### config.mk
export PLATFORM = sky130hd
export DESIGN_NAME = sap_cpu_core
export DESIGN_NICKNAME = d
export VERILOG_FILES = /design/src/rtl/sap_cpu_core.sv
export SDC_FILE = /design/constraint.sdc
export NUM_CORES = 1
export LEC_CHECK = 0
export BUFFER_PORTS_ARGS = -buffer_cell sky130_fd_sc_hd__buf_4
export CAP_MARGIN = 20
export CORE_UTILIZATION = 50
export DETAILED_ROUTE_END_ITERATION = 8
export PLACE_DENSITY = 0.66
export SLEW_MARGIN = 10
export SYNTH_ARGS = -nofsm -noshare
export SYNTH_HDL_FRONTEND = slang
export SYNTH_SLANG_ARGS = --single-unit
### constraint.sdc
create_clock -name clk -period 7.68 [get_ports clk]
set_input_delay 0.384 -clock clk [delete_from_list [all_inputs] [get_ports clk]]
set_output_delay 0.384 -clock clk [all_outputs]
set_load 0.02 [all_outputs]
### src/rtl/sap_cpu_core.sv
// sap_cpu_core -- parametrised SAP-style accumulator CPU core.
//
// A multi-cycle accumulator machine. It has a program counter, a memory
// address register, an instruction register, the A and B registers, an
// adder/subtractor ALU, carry and zero flags, an output register and a small
// register-file RAM. A microsequencer steps through IDLE, T0..T3 and HALT.
// The program is written into RAM through a valid/ready handshake while the
// core is idle.
//
// Parameters
//   DATA_W  data / instruction width; opcode = instr[DATA_W-1 -: 4]
//   ADDR_W  address width; RAM depth = 2**ADDR_W; operand = instr[ADDR_W-1:0]
//           (DATA_W must be at least ADDR_W+4)
//
// Ports
//   clk         rising-edge clock
//   rst         asynchronous active-high reset (also clears the RAM)
//   run         1 = execute, 0 = stop after the current instruction / load mode
//   prog_valid  program write request (accepted only while prog_ready=1)
//   prog_ready  high only in IDLE
//   prog_addr   RAM write address
//   prog_data   RAM write data
//   out_data    output register (written by OUT)
//   out_valid   one-cycle pulse in the cycle after out_data is written
//   halted      high while in HALT
//   cf, zf      carry (SUB: 1 = no borrow) and zero flags, set by ADD/SUB
//
// Optional build macro SAP_CPU_CORE_STEP_EN adds the step_mode and step
// inputs. When step_mode=1, the core holds in T0 until step is seen high.
// It then executes exactly one instruction. When the macro is not defined,
// the core always free-runs with the same timing as step_mode=0.

module sap_cpu_core #(
  parameter int DATA_W = 8,
  parameter int ADDR_W = 4
) (
  input  logic              clk,
  input  logic              rst,
  input  logic              run,
`ifdef SAP_CPU_CORE_STEP_EN
  input  logic              step_mode,
  input  logic              step,
`endif
  input  logic              prog_valid,
  output logic              prog_ready,
  input  logic [ADDR_W-1:0] prog_addr,
  input  logic [DATA_W-1:0] prog_data,
  output logic [DATA_W-1:0] out_data,
  output logic              out_valid,
  output logic              halted,
  output logic              cf,
  output logic              zf
);

  localparam int DEPTH = 1 << ADDR_W;

  localparam logic [2:0] S_IDLE = 3'd0;
  localparam logic [2:0] S_T0   = 3'd1;
  localparam logic [2:0] S_T1   = 3'd2;
  localparam logic [2:0] S_T2   = 3'd3;
  localparam logic [2:0] S_T3   = 3'd4;
  localparam logic [2:0] S_HALT = 3'd5;

  localparam logic [3:0] OP_NOP = 4'h0;
  localparam logic [3:0] OP_LDA = 4'h1;
  localparam logic [3:0] OP_ADD = 4'h2;
  localparam logic [3:0] OP_SUB = 4'h3;
  localparam logic [3:0] OP_STA = 4'h4;
  localparam logic [3:0] OP_LDI = 4'h5;
  localparam logic [3:0] OP_JMP = 4'h6;
  localparam logic [3:0] OP_JC  = 4'h7;
  localparam logic [3:0] OP_JZ  = 4'h8;
  localparam logic [3:0] OP_OUT = 4'hE;
  localparam logic [3:0] OP_HLT = 4'hF;

  generate
    if (DATA_W < ADDR_W + 4) begin : g_width_check
      $error("sap_cpu_core: DATA_W must be at least ADDR_W+4");
    end
  endgenerate

  logic [2:0]        state;
  logic [ADDR_W-1:0] pc;
  logic [ADDR_W-1:0] mar;
  logic [DATA_W-1:0] ir;
  logic [DATA_W-1:0] a_reg;
  logic [DATA_W-1:0] b_reg;
  logic [DATA_W-1:0] ram [DEPTH];

  logic [DATA_W-1:0] mem_rd;
  logic [3:0]        opcode;
  logic [ADDR_W-1:0] operand;
  logic              is_mem_op;
  logic              t0_go;
  logic [2:0]        end_state;
  logic [DATA_W-1:0] b_operand;
  logic [DATA_W:0]   alu_res;

  // Adder/subtractor with carry-out in the top bit. Subtraction is A + ~B + 1.
  // This means carry=1 signals "no borrow".
  function automatic logic [DATA_W:0] alu_addsub(input logic [DATA_W-1:0] x,
                                                 input logic [DATA_W-1:0] y,
                                                 input logic              sub);
    logic [DATA_W-1:0] y_eff;
    y_eff = sub ? ~y : y;
    return {1'b0, x} + {1'b0, y_eff} + {{DATA_W{1'b0}}, sub};
  endfunction

  // Returns the operand field padded with zeros to a full data word.
  function automatic logic [DATA_W-1:0] zext_operand(input logic [ADDR_W-1:0] v);
    return {{(DATA_W-ADDR_W){1'b0}}, v};
  endfunction

  assign mem_rd    = ram[mar];
  assign opcode    = ir[DATA_W-1 -: 4];
  assign operand   = ir[ADDR_W-1:0];
  assign is_mem_op = (opcode == OP_LDA) || (opcode == OP_ADD) ||
                     (opcode == OP_SUB) || (opcode == OP_STA);

  // When run is low at the end of an instruction, the core returns to IDLE
  // instead of fetching the next instruction.
  assign end_state = run ? S_T0 : S_IDLE;

`ifdef SAP_CPU_CORE_STEP_EN
  assign t0_go = !step_mode || step;
`else
  assign t0_go = 1'b1;
`endif

  // B is latched on the same edge on which the ALU result is committed.
  // During T3 the ALU therefore takes the RAM word directly, so A+B uses the
  // new B value.
  assign b_operand = (state == S_T3) ? mem_rd : b_reg;
  assign alu_res   = alu_addsub(a_reg, b_operand, opcode == OP_SUB);

  assign prog_ready = (state == S_IDLE);
  assign halted     = (state == S_HALT);

  always_ff @(posedge clk or posedge rst) begin
    if (rst) begin
      state     <= S_IDLE;
      pc        <= '0;
      mar       <= '0;
      ir        <= '0;
      a_reg     <= '0;
      b_reg     <= '0;
      out_data  <= '0;
      out_valid <= 1'b0;
      cf        <= 1'b0;
      zf        <= 1'b0;
      for (int i = 0; i < DEPTH; i++) ram[i] <= '0;
    end else begin
      out_valid <= 1'b0;
      case (state)
        // IDLE: program load port is open; run starts execution at address 0
        S_IDLE: begin
          if (run) begin
            state <= S_T0;
            pc    <= '0;
          end else if (prog_valid) begin
            ram[prog_addr] <= prog_data;
          end
        end

        // T0: address phase of fetch
        S_T0: begin
          mar <= pc;
          if (t0_go)    state <= S_T1;
          else if (!run) state <= S_IDLE;
        end

        // T1: instruction fetch, PC advances (wraps naturally at 2**ADDR_W)
        S_T1: begin
          ir    <= mem_rd;
          pc    <= pc + ADDR_W'(1);
          state <= S_T2;
        end

        // T2: decode; register-only instructions complete here
        S_T2: begin
          if (is_mem_op) begin
            mar   <= operand;
            state <= S_T3;
          end else begin
            state <= (opcode == OP_HLT) ? S_HALT : end_state;
            case (opcode)
              OP_LDI: a_reg <= zext_operand(operand);
              OP_JMP: pc    <= operand;
              OP_JC:  if (cf) pc <= operand;
              OP_JZ:  if (zf) pc <= operand;
              OP_OUT: begin
                out_data  <= a_reg;
                out_valid <= 1'b1;
              end
              default: ;
            endcase
          end
        end

        // T3: memory-operand execute
        S_T3: begin
          state <= end_state;
          case (opcode)
            OP_LDA: a_reg <= mem_rd;
            OP_ADD, OP_SUB: begin
              b_reg <= mem_rd;
              a_reg <= alu_res[DATA_W-1:0];
              cf    <= alu_res[DATA_W];
              zf    <= (alu_res[DATA_W-1:0] == '0);
            end
            OP_STA: ram[mar] <= a_reg;
            default: ;
          endcase
        end

        // HALT: wait for run to drop, then rewind to address 0
        S_HALT: begin
          if (!run) begin
            state <= S_IDLE;
            pc    <= '0;
          end
        end

        default: state <= S_IDLE;
      endcase
    end
  end

endmodule

# --- Word-level counts from Yosys, hierarchy flattened ---
# Cells that the tools add are included.
totals:
  register_bits: 174
  wordCells: 120
classes:
  add_sub_neg: 3
  magnitude_cmp: 4
  eq_ne: 27
  mux: 37
  n_bitwise: 4
  reduce_logical: 19
ops:
  columns: ["op", "count"]
  rows:
  - ["$mux W128", 3]
  - ["$bwmux W128", 2]
  - ["$pmux W128 S2", 1]
  - ["$demux W8 S4", 2]
  - ["$mux W8", 8]
  - ["$bmux W8 S4", 1]
  - ["$pmux W8 S2", 2]
  - ["$mux W4", 6]
  - ["$pmux W3 S6", 1]
  - ["$eq A4 B3 Y1 const B", 4]
  - ["$pmux W4 S4", 1]
  - ["$ne A2 B2 Y1 const B", 7]
  - ["$eq A4 B4 Y1 const B", 3]
  - ["$mux W3", 4]
  - ["$pmux W4 S3", 1]
  - ["$ge A5 B5 Y1 const B", 2]
  - ["$lt A5 B1 Y1 const B", 2]
  - ["$not A4 Y5", 2]
  - ["$add A8 B8 Y9", 1]
  - ["$add A9 B1 Y9", 1]
  - ["$eq A4 B2 Y1 const B", 2]
  - ["$logic_not A8 Y1", 1]
  - ["$not A8 Y8", 1]
  - ["$pmux W4 S2", 1]
  - ["21 further kinds", 35]

# --- Logic depth before layout (Yosys ltp) ---
# Gate-level depths: netlist of the first run.
logic_depth:
  word_depth: 11
  ltp_mapped: 15
  ltp_nobuf: 13

# --- Worst setup path after synthesis of the first run ---
# Ideal clock, no wire load.
synth_timing:
  path_kind: "register to register"
  start: "register mar[0]"
  end: "register zf"
  setup_ps: 110
  t_arrival_ps: 3903
  required_ps: 7570
  path_slack_ps: 3667
  path_stages_with_launch: 16
  n_path_buf: 2
  period_less_slack_ps: 4013
  path_cell_list: "dfrtp_1 -> buf_2 -> buf_4 -> mux4_2 -> mux4_2 -> mux2i_1 -> xnor2_1 -> inv_2 -> fa_1 -> nor2b_1 -> o211a_1 -> o21a_1 -> nor2_1 -> xnor2_1 -> or4_1 -> o41ai_1"
synth_between:
  elab_chain_len: 10
synth_lines:
  columns: ["item", "line", "text"]
  rows:
  - ["start: declaration", "84", "logic [ADDR_W-1:0] mar;"]
  - ["start signal: assignment", "167", "mar <= pc;"]
  - ["start signal: assignment", "182", "mar <= operand;"]
  - ["$not A4 Y5 (implied by the code) (*)", "114", "assign mem_rd = ram[mar];"]
  - ["$bmux W8 S4 (*)", "114", null]
  - ["$mux W8 (implied by the code) (*) (2 in series)", "114", null]
  - ["$mux W8 (*)", "133", "assign b_operand = (state == S_T3) ? mem_rd : b_reg;"]
  - ["$not A8 Y8", "105", "y_eff = sub ? ~y : y;"]
  - ["$mux W8 (*)", "105", null]
  - ["$add A8 B8 Y9 (*)", "106", "return {1'b0, x} + {1'b0, y_eff} + {{DATA_W{1'b0}}, sub};"]
  - ["$add A9 B1 Y9 (*)", "106", null]
  - ["$logic_not A8 Y1 (*)", "209", "zf <= (alu_res[DATA_W-1:0] == '0);"]
  - ["end signal: assignment", "209", null]
  - ["end: declaration", "52", "output logic zf"]
# Every way passes the cells marked *; elsewhere a longest branch is shown, timed or not. The select of a mux whose other input is x is not followed.
# A chain may end at the register's enable or synchronous reset.

# --- Worst setup path in the final report of the first run ---
# Same ends and word-level chain as after synthesis.

==> results.py, run 1 <==
metrics = {
    "worst_setup_path": {
        "worstSetupPathType": "flip-flop to flip-flop",
        "cpMaxStageDelayCell": "mux4_2",
        "crit_arrival_ns": 4.80,
        "crit_required_ns": 8.00,
        "cp_max_fo": 40,
        "worst_setup_path_start_kind": "flip-flop",
        "cpPeakStageDelay_ns": 0.58,
        "worstPathCellList": "buf_4, mux4_2, mux4_2, mux2i_1, xnor2_1, inv_2, fa_1, nor2b_1, o211a_1, o21a_1, nor2_1, xnor2_1, or4_1, o41ai_1",
        "end_kind": "flip-flop",
    },
    "synth": {
        "avgSynthCellArea_um2": 10.5,
        "synth.distinct_cells": 69,
        "synth_cells": 939,
        "postSynth.asyncResetShare_pct": 100,
        "synth_mux_area_share_pct": 11.3,
        "synth.net_count": 965,
        "yosysSeqAreaShare_pct": 44.1,
        "synth-compound-area-share_pct": 26.6,
        "ys_warn_count": 0,
        "ys_seq_elements": 174,
        "synth_fa_ha_area_share_pct": 1.34,
        "synth_top_family_by_area": "compound AO/OA/AOI/OAI gates",
        "synth_area_mm2": 0.00988,
        "synth_flop_cell": "dfrtp_1",
        "synthXorXnorAreaFrac_pct": 1.42,
        "synth_edf_count": 0,
        "yosys.area_share.simple_pct": 11.6,
    },
    "finish": {
        "area_delta_synth_final_pct": 9.03,
        "final_core_util_pct": 55.5,
        "stdcell_count": 1194,
        "largest_register": "ram",
        "nFillCells": 1773,
        "drive_gt1_share_pct": 14.7,
        "fin_nets": 943,
        "post-route-cell-area_mm2": 0.0108,
        "largest_reg_flops": 128,
        "mostFrequentLayoutCells": "dfrtp_1 (173), o21a_1 (122), o221ai_1 (120)",
        "antennaDiodeCount": 0,
        "final_common_cell": "dfrtp_1",
    },
    "timing": {
        "rsz0062_at_grt": "false",
        "max_slew_margin_pct": 26.1,
        "tightest_slew_ns": 1.10,
        "final.setup.tns_ns": 0,
        "finalHoldViolations": 0,
        "drv_slew": 0,
        "timing.final.crit_share_pct": 58.4,
        "setup_viol": 0,
        "period_minus_slack_ns": 4.49,
        "fmax_ghz": 0.223,
        "skew_ns": 0.00884,
    },
    "die": {
        "initial_core_util_pct": 50.9,
        "die_w_um": 143,
        "num_rows": 51,
        "die_area_mm2": 0.0203,
        "core_area_mm2": 0.0194,
        "die_h_um": 143,
        "pin_count": 29,
    },
    "grt": {
        "grt_start_max_net_pins": 103,
        "groute.usage.overall_pct": 31.8,
        "grt_first_pass_wirelength_um": 47600,
        "antenna_found_initial": 2,
        "first_global_vias": 7873,
        "grt-ovfl-total": 0,
    },
    "clocking": {
        "htreeDepth": 4,
        "cts_tree": "built",
        "clkTransAtPathRegs_ns": 0.07,
        "clk_latency_ns": 0.44,
        "cts_setup_buffers": 0,
        "hold_buffers": 0,
        "cts.sinks": 174,
        "cts_root_buffer": "clkbuf_16",
        "post_cts_resized": 0,
        "clock_path_buffers": 2,
        "cts_made_buffers": 17,
    },
    "min_path": {
        "hold_class": "input port to asynchronous set/reset pin",
    },
    "drt": {
        "viasPerCell": 6.77,
        "drc": 0,
        "firstDrtPassIters": 5,
        "wl_per_cell_um": 25.4,
        "drt_iter0_markers": 675,
        "drtAntennaViolNets": 0,
        "vias": 8089,
        "wirelength_um": 30300,
    },
    "place": {
        "dpl.hpwl_um": 20100,
        "placed_cell_area_mm2": 0.0102,
        "dp.cells": 1161,
        "port_buffers": 28,
        "gp_congestion": 0.954,
    },
    "outcome": {
        "status": "finished clean",
    },
    "power": {
        "p_leak_nw": 4.27,
        "p_per_area_mw_per_mm2": 354,
        "irDropWorstVdd_v": 0.000205,
    },
    "run": {
        "cap_violations": 0,
    },
}
-- cell families after synthesis --
| logic type | count (synthesis) |
|---|---|
| AOI/OAI and AO/OA | 338 |
| and+or+nand+nor | 250 |
| DFF | 174 |
| buffers and inverters | 86 |
| muxes | 65 |
| xor gates and xnor gates | 16 |
| adders and majority gates | 10 |
-- per-layer routing --
layer | wire (um) | track usage, % | vias to the layer above | part of all wire [%]
met3 | 2280 | 6.90 | 69 | 7.5
met1 | 12700 | 43.2 | 4099 | 42
met2 | 14000 | 48.8 | 354 | 46
met4 | 1310 | 14.5 | 4 | 4.3
li1 | - | - | 3563 | -
met5 | 22 | 0 | - | 0.073
-- power breakdown --
group | internal, mW | total, mW | leakage, nW | switching (mW)
clock network | 0.525 | 0.911 | 0.293 | 0.386
registers | 1.27 | 1.57 | 2.33 | 0.302
logic | 0.610 | 1.33 | 1.64 | 0.717
-- cells in the mapped netlist, types with 4 or more instances --
master / number / area share [%]
dfrtp_1: 174 / 44
o21a_1: 122 / 9.3
o221ai_1: 120 / 11
nand2_1: 116 / 4.4
nor2_1: 58 / 2.2
clkbuf_1: 44 / 1.7
mux4_2: 36 / 8.2
buf_2: 30 / 1.5
o21ai_0: 19 / 0.96
mux2i_1: 18 / 1.8
nand3_1: 17 / 0.86
nor2b_1: 16 / 1.0
a21oi_1: 15 / 0.76
xnor2_1: 13 / 1.2
o21ai_1: 12 / 0.61
a31oi_1: 11 / 0.70
mux2_2: 10 / 1.1
ha_1: 9 / 1.1
nor2_2: 9 / 0.57
nor3_1: 6 / 0.30
a32oi_1: 5 / 0.44
inv_1: 5 / 0.19
a21o_1: 4 / 0.30
buf_1: 4 / 0.15
-- metrics by stage --
stage	worst slack, ns	hold slack (ns)	power [mW]
floorplan	2.58	0.445	2.47
global placement	3.32	0.459	2.86
global route	2.84	0.231	4.00
finish	3.19	0.161	3.81
CTS	3.21	0.196	3.80
detailed placement	3.23	0.462	2.89
-- area by class of cell --
| cell class | instances | area (um2) | area share (%) |
|---|---|---|---|
| Tap cell | 265 | 332 | 3.08 |
| Clock inverter | 11 | 158 | 1.46 |
| Multi-Input combinational cell | 679 | 5160 | 47.9 |
| Clock buffer | 20 | 447 | 4.15 |
| Timing Repair Buffer | 39 | 293 | 2.72 |
| Sequential cell | 174 | 4360 | 40.4 |
| Inverter | 6 | 27.5 | 0.256 |
-- worst max-delay path: cells and delay by family, from the launching register on --
family                     cells  cell delay, ns
muxes                          3            1.31
and+or+nand+nor                3            0.74
buffers and inverters          2            0.62
xor gates and xnor gates       2            0.31
AOI/OAI and AO/OA              3            0.55
DFF                            1            0.34
adders and majority gates      1            0.42
-- path summary, 6_finish.rpt --
| check | cells after the start | slack [ns] | startpoint | endpoint |
|---|---|---|---|---|
| hold / removal | 2 | 0.16 | rst | state[1] |
| setup / recovery | 14 | 3.19 | mar[0] | zf |
| setup reg to reg | 14 | 3.19 | mar[0] | zf |
| hold reg to reg | 2 | 0.47 | b_reg[3] | b_reg[3] |
| min in group clk | 3 | 0.23 | prog_data[6] | ram[6] |
| max in group asynchronous | 3 | 6.00 | rst | ram[30] |
(Power assumes the default switching activity.)
==> run 2: changes to the inputs <==
Settings changed: ABC_AREA set to 1, PLACE_DENSITY 0.66 to 0.69.
Clock period 7.68 ns to 3.8 ns, I/O delays scaled along.
==> results.py, run 2 <==
metrics = {
    "timing": {
        "skew_ns": 0.00959,
        "fmax_ghz": 0.287,
        "max_slew_margin_pct": 28.8,
        "finalHoldViolations": 0,
        "final.setup.tns_ns": 0,
        "period_minus_slack_ns": 3.48,
        "tightest_slew_ns": 1.07,
        "setup_viol": 0,
        "rsz0062_at_grt": "false",
        "fin_ws_ns": 0.321,
        "drv_slew": 0,
        "timing.final.crit_share_pct": 91.6,
    },
    "synth": {
        "synth_top_area_share_pct": 42.8,
        "ys_seq_elements": 174,
        "synthMostInstantiatedCell": "nand2_1",
        "ys_warn_count": 0,
        "synth.net_count": 1288,
        "yosysSeqAreaShare_pct": 42.8,
        "synth.distinct_cells": 46,
        "postSynth.asyncResetShare_pct": 100,
        "synth_edf_count": 0,
        "synth_flop_cell": "dfrtp_1",
        "synth_area_mm2": 0.0102,
        "synthTopCellsByArea": "dfrtp_1 (43%), o22ai_1 (11%), nand2_1 (10%), o21ai_0 (6.5%), inv_1 (6.3%)",
        "avgSynthCellArea_um2": 8.06,
        "synthTopCellsByCount": "nand2_1 (283), o22ai_1 (175), dfrtp_1 (174)",
        "synth.largest_area_cell": "dfrtp_1",
        "synth_cells": 1262,
    },
    "grt": {
        "antenna_found_initial": 0,
        "grt_start_max_net_pins": 175,
        "grt-ovfl-total": 0,
        "first_global_vias": 8693,
        "grt_first_pass_wirelength_um": 50000,
        "groute.usage.overall_pct": 32.4,
    },
    "die": {
        "die_h_um": 145,
        "die_area_mm2": 0.0209,
        "die_w_um": 145,
        "core_area_mm2": 0.0197,
        "num_rows": 51,
        "initial_core_util_pct": 51.6,
        "pin_count": 29,
    },
    "power": {
        "p_total_mw": 8.86,
        "p_per_area_mw_per_mm2": 792,
        "irDropWorstVdd_v": 0.000426,
        "p_leak_nw": 5.03,
    },
    "worst_setup_path": {
        "end_kind": "flip-flop",
        "worst_setup_path_start_kind": "flip-flop",
        "crit_required_ns": 4.19,
        "worstSetupPathType": "flip-flop to flip-flop",
        "cp_max_fo": 30,
        "crit_arrival_ns": 3.86,
    },
    "clocking": {
        "clk_latency_ns": 0.44,
        "hold_buffers": 0,
        "clock_path_buffers": 2,
        "clkTransAtPathRegs_ns": 0.07,
        "cts_made_buffers": 17,
        "htreeDepth": 4,
        "cts.sinks": 174,
        "cts_tree": "built",
        "cts_root_buffer": "clkbuf_16",
    },
    "drt": {
        "wl_per_cell_um": 20.4,
        "drtAntennaViolNets": 0,
        "drt_iter0_markers": 1352,
        "wl_met1_um": 14200,
        "wirelength_um": 31800,
        "drc": 0,
        "vias": 9457,
        "top_layer_used": "met4",
        "firstDrtPassIters": 6,
        "viasPerCell": 6.05,
        "wl_met2_um": 13200,
        "routed-wl-met3_um": 3520,
    },
    "finish": {
        "largest_reg_flops": 128,
        "antennaDiodeCount": 0,
        "area_delta_synth_final_pct": 9.95,
        "nFillCells": 1777,
        "final_common_cell": "nand2_1",
        "drive_gt1_share_pct": 12.5,
        "post-route-cell-area_mm2": 0.0112,
        "largest_register": "ram",
        "mostFrequentLayoutCells": "nand2_1 (283), o22ai_1 (175), dfrtp_1 (173)",
        "fin_nets": 1310,
    },
    "place": {
        "dpl.hpwl_um": 21200,
        "pre_cts_slack_ns": 0.244,
        "port_buffers": 28,
        "gp_congestion": 0.933,
        "placed_cell_area_mm2": 0.0106,
    },
    "run": {
        "cap_violations": 0,
    },
    "outcome": {
        "status": "finished clean",
    },
    "min_path": {
        "hold_class": "input port to asynchronous set/reset pin",
    },
}
[run 2: kinds of logic after synthesis]
kind of cell / Yosys count / synth area share (%)
multiplexers: 19 / 2.40
buffers and inverters: 241 / 11.1
adder cells (fa/ha/maj): 10 / 1.30
AO/OA/AOI/OAI: 414 / 25.8
XOR/XNOR: 13 / 1.12
AND/OR/NAND/NOR: 391 / 15.5
flip-flops: 174 / 42.8
[run 2: layout make-up]
class / instances / area, um2 / area share, %
multi-input combinational: 847 / 4700 / 42.0
inverter: 182 / 689 / 6.16
timing repair buffer: 62 / 515 / 4.61
sequential: 174 / 4360 / 38.9
clock buffer: 20 / 457 / 4.08
tap: 265 / 332 / 2.96
clock inverter: 12 / 134 / 1.20
[run 2: worst paths after layout]
check / slack (ns) / depth (start not counted) / endpoint / startpoint
hold / removal: 0.02 / 3 / ram[86] / rst
setup / recovery: 0.32 / 22 / zf / mar[0]
max in group asynchronous: 3.04 / 3 / ram[7] / rst
hold reg to reg: 0.50 / 2 / b_reg[6] / b_reg[6]
setup reg to reg: 0.32 / 22 / zf / mar[0]
min in group clk: 0.06 / 3 / state[2] / run
[run 2: power breakdown]
| group | leakage [nW] | internal (mW) | switching, mW |
|---|---|---|---|
| logic | 2.67 | 1.31 | 2.69 |
| clock network | 0.287 | 1.01 | 0.794 |
| registers | 2.07 | 2.67 | 0.388 |
[run 2: routing by layer]
| metal | track usage (%) | vias up |
|---|---|---|
| met4 | 11.0 | 0 |
| met2 | 45.4 | 589 |
| met5 | 0 | - |
| met3 | 8.38 | 82 |
| li1 | - | 4333 |
| met1 | 48.1 | 4453 |
[run 2: stage by stage]
stage / instances / hold WS, ns / utilization [%]
floorplan: 1262 / 0.348 / -
global placement: 1530 / 0.470 / 53.7
detailed placement: 1530 / 0.479 / 53.7
CTS: 1562 / 0.0503 / 56.7
global route: 1562 / 0.0749 / 56.7
finish: 1562 / 0.0198 / 56.7
[run 2: critical path, cell delays in order, from the launching register on]
cell     delay [ns]
dfrtp_1        0.44
inv_2          0.17
nor2_4         0.06
inv_1          0.09
buf_12         0.19
o22ai_1        0.11
o21ai_0        0.25
nand4_1        0.20
nand2_1        0.12
nand2_1        0.07
xor2_1         0.17
fa_1           0.44
o21ai_1        0.22
nand2_1        0.08
nand2_1        0.07
a21o_1         0.14
xnor2_1        0.14
nand2_1        0.07
nor2_1         0.10
nand3_1        0.08
nor2_1         0.11
nand2_1        0.05
nand2_1        0.05
[run 2: repair_timing]
action                                 4_1_cts  5_1_grt
resized for setup                            0        4
setup endpoints to repair                    0        2
buffers inserted                             0        0
endpoints found under the hold margin        0        0
==> run 3: changes to the inputs <==
--- a/config.mk
+++ b/config.mk
@@ -12,4 +12,5 @@
 export DETAILED_ROUTE_END_ITERATION = 8
 export PLACE_DENSITY = 0.69
+export RECOVER_POWER = 100
 export SLEW_MARGIN = 10
 export SYNTH_ARGS = -nofsm -noshare
==> constraint.sdc (replaced) <==
create_clock -name clk -period 3.8 [get_ports clk]
set_input_delay 0.38 -clock clk [delete_from_list [all_inputs] [get_ports clk]]
set_output_delay 0.38 -clock clk [all_outputs]
set_load 0.02 [all_outputs]
==> results.py, run 3 (same netlist as run 2, synthesis figures left out) <==
metrics = {
    "worst_setup_path": {
        "worstSetupPathType": "flip-flop to flip-flop",
        "cpMaxStageDelayCell": "dfrtp_2",
        "end_kind": "flip-flop",
        "reg2reg_to": "zf",
        "crit_family": "simple AND/OR/NAND/NOR gates",
        "crit_arrival_ns": 3.85,
        "cp_max_fo": 30,
        "worstPathCellList": "inv_2, nor2_4, inv_1, buf_12, o22ai_1, o21ai_0, nand4_1, inv_1, o21ai_1, xor2_1, ha_1, nand2_1, nand2_1, a21o_1, xnor2_1, nand2_1, nor2_1, nand3_1, nor2_1, nand2_1, nand2_1",
        "ff2ff_path_depth": 21,
        "cp_common_cell": "nand2_1",
        "critical_path_buf_inv_count": 4,
        "crit_required_ns": 4.19,
        "endpoint": "zf",
        "cpPeakStageDelay_ns": 0.45,
        "r2r_start": "mar[0]",
        "ff2ff_setup_slack_ns": 0.34,
        "worst_setup_path_start_kind": "flip-flop",
        "cp.depth": 21,
        "startpoint": "mar[0]",
    },
    "clocking": {
        "cts_setup_buffers": 0,
        "cts_made_buffers": 17,
        "clkTransAtPathRegs_ns": 0.07,
        "htreeDepth": 4,
        "cts_root_buffer": "clkbuf_16",
        "clk_latency_ns": 0.44,
        "cts_tree": "built",
        "clock_path_buffers": 2,
        "cts.sinks": 174,
    },
    "power": {
        "p_leak_nw": 4.95,
        "p_total_mw": 8.82,
        "irDropWorstVdd_v": 0.000437,
        "p_per_area_mw_per_mm2": 807,
    },
    "timing": {
        "skew_ns": 0.0109,
        "fmax_ghz": 0.289,
        "drv_slew": 238,
        "max_slew_margin_pct": -61.2,
        "period_minus_slack_ns": 3.46,
        "finalHoldViolations": 0,
        "hold_slack_ns": 0.272,
        "final.setup.tns_ns": 0,
        "rsz0062_at_grt": "false",
        "tightest_slew_ns": 2.42,
        "timing.final.crit_share_pct": 91.0,
        "setup_viol": 0,
    },
    "run": {
        "cap_violations": 6,
    },
    "grt": {
        "antenna_found_initial": 0,
        "grt_start_max_net_pins": 175,
        "groute.usage.overall_pct": 32.2,
        "grt_first_pass_wirelength_um": 49300,
        "grt-ovfl-total": 0,
        "first_global_vias": 8491,
    },
    "die": {
        "die_area_mm2": 0.0209,
        "initial_core_util_pct": 51.6,
        "num_rows": 51,
        "die_h_um": 145,
        "pin_count": 29,
        "core_area_mm2": 0.0197,
        "die_w_um": 145,
    },
    "finish": {
        "fin_nets": 1307,
        "final_common_cell": "nand2_1",
        "largest_reg_flops": 128,
        "drive_gt1_share_pct": 8.96,
        "area_delta_synth_final_pct": 7.44,
        "antennaDiodeCount": 0,
        "largest_register": "ram",
        "mostFrequentLayoutCells": "nand2_1 (283), inv_1 (176), o22ai_1 (175)",
    },
    "drt": {
        "wirelength_um": 31800,
        "drtAntennaViolNets": 0,
        "vias": 9347,
        "firstDrtPassIters": 9,
        "drt_iter0_markers": 1261,
        "drc": 0,
        "wl_per_cell_um": 20.4,
        "viasPerCell": 6.00,
    },
    "outcome": {
        "status": "finished with violations",
        "violations": "max-capacitance violations, max-slew violations",
    },
    "place": {
        "port_buffers": 28,
        "dpl.hpwl_um": 21000,
        "gp_congestion": 0.940,
    },
    "min_path": {
        "holdPathStages": 3,
        "hold_class": "input port to flip-flop",
    },
}
==> run 3: changes by cell type in the layout (fill, tap and decap cells not counted), sizes merged <==
cell / change
buf: -24
clkbuf: +21
bufinv: +2
clkinv: -2
clkinvlp: +1
inv: -1
==> run 3: what timing repair did <==
action,CTS,global route
endpoints found under the setup margin,0,3
gates resized for setup,0,6
endpoints found under the hold margin,0,0
hold buffers,0,0
==> run 3: power by group <==
part / switching [mW] / internal [mW] / leakage, nW / total [mW]
clock network: 0.778 / 1.16 / 0.309 / 1.94
registers: 0.392 / 2.67 / 2.07 / 3.07
logic: 2.61 / 1.21 / 2.57 / 3.82
==> run 3: worst min-delay path by stage <==
stage,startpoint,to,slack (ns)
floorplan,ram[0],ram[0],0.45
global placement,b_reg[2],b_reg[2],0.47
detailed placement,out_data[3],out_data[3],0.47
CTS,run,state[2],0.27
global route,run,state[2],0.28
finish,run,state[2],0.27
==> run 3: layout make-up <==
cell class	instances	area (um2)
Timing Repair Buffer	59	425
Clock inverter	12	183
Sequential cell	174	4360
Fill cell	1855	8790
Tap cell	265	332
Inverter	182	687
Clock buffer	20	467
Multi-Input combinational cell	847	4480
==> run 3: stage by stage <==
step	worst slack, ns	std cells	util, %	instance area (um2)
2_1_floorplan	0.703	1262	-	10200
3_3_place_gp	0.295	1527	53.6	10600
3_5_place_dp	0.217	1527	53.6	10600
4_1_cts	0.178	1559	56.9	11200
5_1_grt	0.00824	1559	55.4	10900
6_report	0.342	1559	55.4	10900
==> run 3: layer usage <==
metal  GRT usage, %  up-vias  part of all wire, %  wire, um
met4           13.1        0                  3.3      1040
met3           9.54       86                   12      3740
met1           46.6     4376                   44     13900
met5              0        -                    0         0
met2           44.6      550                   41     13100
li1               -     4335                    -         -
==> run 3: worst register-to-register path, cell delays in order (launching register included) <==
cell	delay (ns)
dfrtp_2	0.45
inv_2	0.15
nor2_4	0.06
inv_1	0.09
buf_12	0.19
o22ai_1	0.09
o21ai_0	0.30
nand4_1	0.34
inv_1	0.15
o21ai_1	0.09
xor2_1	0.24
ha_1	0.32
nand2_1	0.09
nand2_1	0.05
a21o_1	0.17
xnor2_1	0.18
nand2_1	0.07
nor2_1	0.08
nand3_1	0.09
nor2_1	0.10
nand2_1	0.05
nand2_1	0.05
